**src/rtl/pc_flow_ctrl.sv**
```systemverilog
// pc_flow_ctrl: sequences the PC unit. Merges exception, execute redirect and
// interrupt into one jump triple, drives the pipeline hold bus, inserts
// post-redirect flush bubbles and runs the debug halt/resume handshake.
//
// Handshake: no valid/ready pairs here. Requests are level (irq_req_i,
// dbg_halt_req_i) or single-cycle (redirects, dbg_resume_req_i). Acknowledges
// are irq_ack_o (one cycle) and dbg_halted_o (level while halted).
module pc_flow_ctrl #(
   parameter int ADDR_W       = 32,
   parameter int FLUSH_CYCLES = 2,
   parameter int IRQ_ACK_W    = 1
) (
   input  logic              clk,
   input  logic              rst_n,
   input  logic              ex_redirect_valid_i,
   input  logic [2:0]        ex_redirect_cause_i,
   input  logic [ADDR_W-1:0] ex_redirect_from_i,
   input  logic [ADDR_W-1:0] ex_redirect_to_i,
   input  logic              exc_valid_i,
   input  logic [ADDR_W-1:0] exc_pc_i,
   input  logic [ADDR_W-1:0] exc_vector_i,
   input  logic              irq_req_i,
   input  logic              irq_en_i,
   input  logic [ADDR_W-1:0] irq_vector_i,
   input  logic [ADDR_W-1:0] irq_ret_pc_i,
   input  logic              mem_stall_i,
   input  logic              div_stall_i,
   input  logic              dbg_halt_req_i,
   input  logic              dbg_resume_req_i,
   output logic [2:0]        jump_cause_o,
   output logic [ADDR_W-1:0] jump_from_addr_o,
   output logic [ADDR_W-1:0] jump_to_addr_o,
   output logic [2:0]        hold_flag_o,
   output logic              flush_o,
   output logic              irq_ack_o,
   output logic              dbg_halted_o
);

   // Elaboration-time sanity on parameters this revision supports.
   if (FLUSH_CYCLES < 1 || FLUSH_CYCLES > 7) begin : g_bad_flush
      $error("pc_flow_ctrl: FLUSH_CYCLES must be 1..7");
   end
   if (IRQ_ACK_W != 1) begin : g_bad_ack
      $error("pc_flow_ctrl: IRQ_ACK_W must be 1");
   end

   localparam logic [2:0] FLUSH_RELOAD = 3'(FLUSH_CYCLES - 1);
   localparam bit         MULTI_FLUSH  = (FLUSH_CYCLES > 1);

   localparam logic [2:0] CAUSE_NONE = 3'd0;
   localparam logic [2:0] CAUSE_NOCOND = 3'd3;
   localparam logic [2:0] CAUSE_IRQ  = 3'd4;
   localparam logic [2:0] CAUSE_EXC  = 3'd5;

   typedef enum logic [1:0] {
      ST_RUN    = 2'd0,
      ST_FLUSH  = 2'd1,
      ST_DRAIN  = 2'd2,
      ST_HALTED = 2'd3
   } state_t;

   state_t     state;
   logic [2:0] flush_cnt;
   logic       irq_pending;

   logic       redirect_ok;
   logic       exc_take;
   logic       ex_take;
   logic       irq_take;
   logic       issued;
   logic       any_stall;
   logic [2:0] ex_cause;

   // Arbitration qualifiers; everything is masked while reset is held so the
   // outputs read zero during reset regardless of input activity.
   always_comb begin
      any_stall   = mem_stall_i | div_stall_i;
      redirect_ok = rst_n && (state != ST_HALTED);
      exc_take    = redirect_ok && exc_valid_i;
      ex_take     = redirect_ok && !exc_valid_i && ex_redirect_valid_i;
      irq_take    = rst_n && (state == ST_RUN) && !any_stall && !exc_valid_i &&
                    !ex_redirect_valid_i && irq_en_i && (irq_pending || irq_req_i);
      issued      = exc_take | ex_take | irq_take;
      ex_cause    = (ex_redirect_cause_i >= 3'd1 && ex_redirect_cause_i <= 3'd3) ?
                    ex_redirect_cause_i : CAUSE_NOCOND;
   end

   // Jump triple: exception > execute redirect > interrupt; zeros when idle.
   always_comb begin
      jump_cause_o     = CAUSE_NONE;
      jump_from_addr_o = '0;
      jump_to_addr_o   = '0;
      if (exc_take) begin
         jump_cause_o     = CAUSE_EXC;
         jump_from_addr_o = exc_pc_i;
         jump_to_addr_o   = exc_vector_i;
      end else if (ex_take) begin
         jump_cause_o     = ex_cause;
         jump_from_addr_o = ex_redirect_from_i;
         jump_to_addr_o   = ex_redirect_to_i;
      end else if (irq_take) begin
         jump_cause_o     = CAUSE_IRQ;
         jump_from_addr_o = irq_ret_pc_i;
         jump_to_addr_o   = irq_vector_i;
      end
   end

   // Hold bus, flush, acknowledges. Hold is still driven during a redirect;
   // the PC gives its jump input priority over hold.
   always_comb begin
      hold_flag_o = 3'b000;
      if (rst_n) begin
         if (state == ST_HALTED || div_stall_i) hold_flag_o = 3'b111;
         else if (mem_stall_i)                  hold_flag_o = 3'b011;
      end
      flush_o      = rst_n && (issued || state == ST_FLUSH);
      irq_ack_o    = irq_take;
      dbg_halted_o = rst_n && (state == ST_HALTED);
   end

   // Control FSM with flush counter and interrupt pending latch.
   always_ff @(posedge clk) begin
      if (!rst_n) begin
         state       <= ST_RUN;
         flush_cnt   <= 3'd0;
         irq_pending <= 1'b0;
      end else begin
         // Pending drops when the interrupt is disabled or taken.
         if (!irq_en_i)     irq_pending <= 1'b0;
         else if (irq_take) irq_pending <= 1'b0;
         else if (irq_req_i) irq_pending <= 1'b1;

         if (issued)                flush_cnt <= FLUSH_RELOAD;
         else if (flush_cnt != 3'd0) flush_cnt <= flush_cnt - 3'd1;

         case (state)
            ST_RUN: begin
               if (issued && MULTI_FLUSH) state <= ST_FLUSH;
               else if (dbg_halt_req_i)   state <= ST_DRAIN;
            end
            ST_FLUSH: begin
               // A redirect here reloads the counter and stays in FLUSH.
               if (!issued && flush_cnt <= 3'd1)
                  state <= dbg_halt_req_i ? ST_DRAIN : ST_RUN;
            end
            ST_DRAIN: begin
               if (issued && MULTI_FLUSH)               state <= ST_FLUSH;
               else if (!dbg_halt_req_i)                state <= ST_RUN;
               else if (!issued && !any_stall)          state <= ST_HALTED;
            end
            ST_HALTED: begin
               if (dbg_resume_req_i && !dbg_halt_req_i) state <= ST_RUN;
            end
            default: state <= ST_RUN;
         endcase
      end
   end

endmodule

```
**config.mk**
```make
export PLATFORM = sky130hd
export DESIGN_NAME = pc_flow_ctrl
export DESIGN_NICKNAME = d
export VERILOG_FILES = /design/src/rtl/pc_flow_ctrl.sv
export SDC_FILE = /design/constraint.sdc
export NUM_CORES = 1
export LEC_CHECK = 0
export CAP_MARGIN = 15
export CORE_AREA = 2 2 108 110
export DETAILED_ROUTE_END_ITERATION = 10
export DIE_AREA = 0 0 110 112
export PLACE_DENSITY_LB_ADDON = 0.2
export SLEW_MARGIN = 5
export SYNTH_ARGS = -nofsm -noshare
export SYNTH_HDL_FRONTEND = slang
export SYNTH_SLANG_ARGS = --single-unit
```
**constraint.sdc**
```tcl
create_clock -name clk -period 5.9 [get_ports clk]
set_input_delay 1.77 -clock clk [delete_from_list [all_inputs] [get_ports clk]]
set_output_delay 1.77 -clock clk [all_outputs]
set_load 0.05 [all_outputs]
```
==> impl_metrics.yaml <==
worst_setup_path:
  crit_path_top_delay_cell: "or4_1"
  critPathBufInv: 3
  critical_path.cell_chain: "clkdlybuf4s50_1, or4_1, nor4_4, buf_12, nand2_1, a31oi_1, buf_12"
  worstRegToRegCells: 5
  r2r_start: "state[1]"
  r2r-end: "state[1]"
  required_ns: 4.13
  critPathTopFamily: "simple AND/OR/NAND/NOR gates"
  slowest_delay_ns: 0.54
  startpoint_type: "input port"
  critPathMostFrequentCell: "buf_12"
  worstSetupPathType: "input port to output port"
  worstPathMaxFanout: 34
  rrSetupSlack_ns: 3.88
  end_kind: "output port"
  worstPathArrival_ns: 3.94
final_layout:
  fin_nets: 760
  drive_gt1_share_pct: 15.45
  final_core_util_pct: 47.45
  regArea_um2: 120.1
  fillerInstances: 1094
  multi_input_area_um2: 1325
  antennaDiodeCount: 0
  areaGrowthSynthToFinish_pct: 237.4
grt:
  grt_overflow_total: 0
  grt_max_degree: 39
  grt_pass1_wl_mm: 15.86
  grt_usage_pct: 16.69
  grt_pass1_vias: 3138
  antenna_found_initial: 0
yosys:
  syn_inst: 285
  synth.distinct_cells: 30
  synthTopCellsByCount: "nand2_1 (132), a22oi_1 (63), clkbuf_1 (15)"
  syn_area_per_cell_um2: 5.514
  synth_top_area_share_pct: 31.53
  synth_fp_nets: 493
  yosys_warnings: 0
  synth_top_area_cell: "nand2_1"
  syn_area_um2: 1572
  async_flop_share_pct: 0
  synth_top_flop_cell: "dfxtp_1"
  synth_seq_cells: 6
  synthTopCellsByArea: "nand2_1 (32%), a22oi_1 (30%), dfxtp_1 (7.6%), clkbuf_1 (3.6%), nor2_1 (3.3%)"
  synth_edf_count: 0
  ys_seq_area_share_pct: 7.643
  yosysMostFrequentCell: "nand2_1"
sta:
  setup_tns_ns: 0
  fmax_ghz: 0.1750
  slew_viol_final: 0
  finalCritPeriodShare_pct: 96.85
  worst_pin_slew_ns: 0.5333
  slew_headroom_pct: 64.34
  hold_viol: 0
  fin_crit_ns: 5.714
  holdWs_ns: 0.5128
  rsz0062_at_grt: "no"
  fin_skew_ns: 0.003319
  setup_viol: 0
clocking:
  clock-sinks: 6
  cts_htree_levels: 1
  clk_pin_slew_ns: 0.03
  cts_max_path_buffers: 2
  root_buffer: "clkbuf_16"
  ctsResizeCount: 0
  clk_latency_ns: 0.23
  tritoncts: "yes"
  numCtsBuffers: 3
  holdBufCountCts: 0
  post_cts_buffers: 0
die:
  die_h_um: 112
  core-area_um2: 11170
  num_rows: 39
  io_pins: 278
  dieArea_um2: 12320
  die_x_um: 110
  initial_utilization_pct: 14.06
hold_path:
  hold_class: "flop to flop"
  hp-start: "flush_cnt[1]"
  whs_endpoint: "flush_cnt[1]"
  hold_depth: 2
route:
  detail-route-antenna-nets: 0
  firstDrtPassIters: 4
  wl_mm: 10.98
  drc: 0
  via_per_inst: 4.455
  wl_per_cell_um: 15.84
  dr.first_iter.drc_count: 179
  vias: 3087
outcome:
  outcome: "finished, final reports clean"
placed_design:
  dpl.hpwl_mm: 9.370
  port_buffers: 277
  routabilityCongestion: 0.9058
run:
  drv_cap: 0
power:
  p_leak_nw: 2.250
  ir_worst_vdd_mv: 0.1675
  power_density_nw_per_um2: 121.9
==> flip-flops by register name, summed over array words and instances, names as in the netlist <==
register     flops
flush_cnt        3
irq_pending      1
state            2
==> placed cells by master, fill, tap and decap left out, drive strengths merged, types with 2 or more instances in the layout <==
cell type / netlist / layout
a21boi: 2 / 2
ha: 3 / 3
o21bai: 2 / 2
and2: 2 / 2
nand3: 2 / 2
o21a: 2 / 2
a21oi: 6 / 6
a31oi: 2 / 2
buf: 9 / 78
clkdlybuf4s50: 0 / 208
clkbuf: 15 / 3
inv: 6 / 6
o21ai: 4 / 4
dfxtp: 6 / 6
nand2b: 2 / 2
nand2: 132 / 132
a22oi: 63 / 63
o311ai: 2 / 2
nor2: 14 / 14
==> cell type report <==
class                   count  share of cell area (%)
clock buffers               3                   1.416
inverters                   6                  0.4247
multi-input cells         249                   24.99
flip-flops and latches      6                   2.265
well taps                 143                   3.374
repair buffers            286                   67.53
==> report_power, final <==
| part | leakage (nW) | internal, W | switching (W) |
|---|---|---|---|
| sequential | 0.0494 | 0.0000446 | 0.00000501 |
| clock | 0.0370 | 0.0000872 | 0.0000249 |
| combinational | 2.16 | 0.000266 | 0.000219 |
| total | 2.25 | 0.000398 | 0.000249 |
==> through the flow <==
step | setup WS, ns | power, W | area, µm² | instances
2_1_floorplan | 0.3879 | 0.0002317 | 1572 | 285
3_3_place_gp | 0.2016 | 0.0005319 | 5228 | 690
3_5_place_dp | 0.2061 | 0.0005374 | 5228 | 690
4_1_cts | 0.1951 | 0.0006519 | 5303 | 693
5_1_grt | 0.07453 | 0.0006752 | 5303 | 693
6_report | 0.1857 | 0.0006463 | 5303 | 693
==> cell families (layout without fill, tap and decap cells) <==
logic type               after synthesis  in the layout  synth area share [%]
AND/OR/NAND/NOR                      157            157                 40.29
multiplexers                           1              1                0.6370
buffers and inverters                 30            295                 8.200
flip-flops                             6              6                 7.644
adder cells (fa/ha/maj)                3              3                 2.389
XOR/XNOR                               1              1                0.5574
AO/OA/AOI/OAI                         87             87                 40.29
==> per-layer routing <==
layer / global-route usage (%) / part of all wire (%) / up-vias / wire [µm]
li1: - / - / 1528 / -
met1: 16.62 / 33 / 1379 / 3647
met2: 32.52 / 55 / 161 / 6020
met3: 4.977 / 9.5 / 19 / 1045
met4: 4.473 / 2.4 / 0 / 263
met5: 0 / 0 / - / 0
==> worst max-delay path by stage <==
stage	slack, ns	cells after the start	start	end
after floorplan	0.39	5	div_stall_i	jump_to_addr_o[31]
after global placement	0.20	7	div_stall_i	jump_to_addr_o[31]
after detailed placement	0.21	7	div_stall_i	jump_to_addr_o[31]
after CTS	0.20	7	div_stall_i	jump_to_addr_o[31]
after global routing	0.07	7	div_stall_i	jump_to_addr_o[31]
final	0.19	7	div_stall_i	jump_to_addr_o[31]
==> tightest hold or removal path, cell delays in order, from the launching register on <==
cell	delay, ns
dfxtp_1	0.31
nor2_1	0.10
a211oi_1	0.05
No activity file was read; power rests on OpenSTA's default activity.
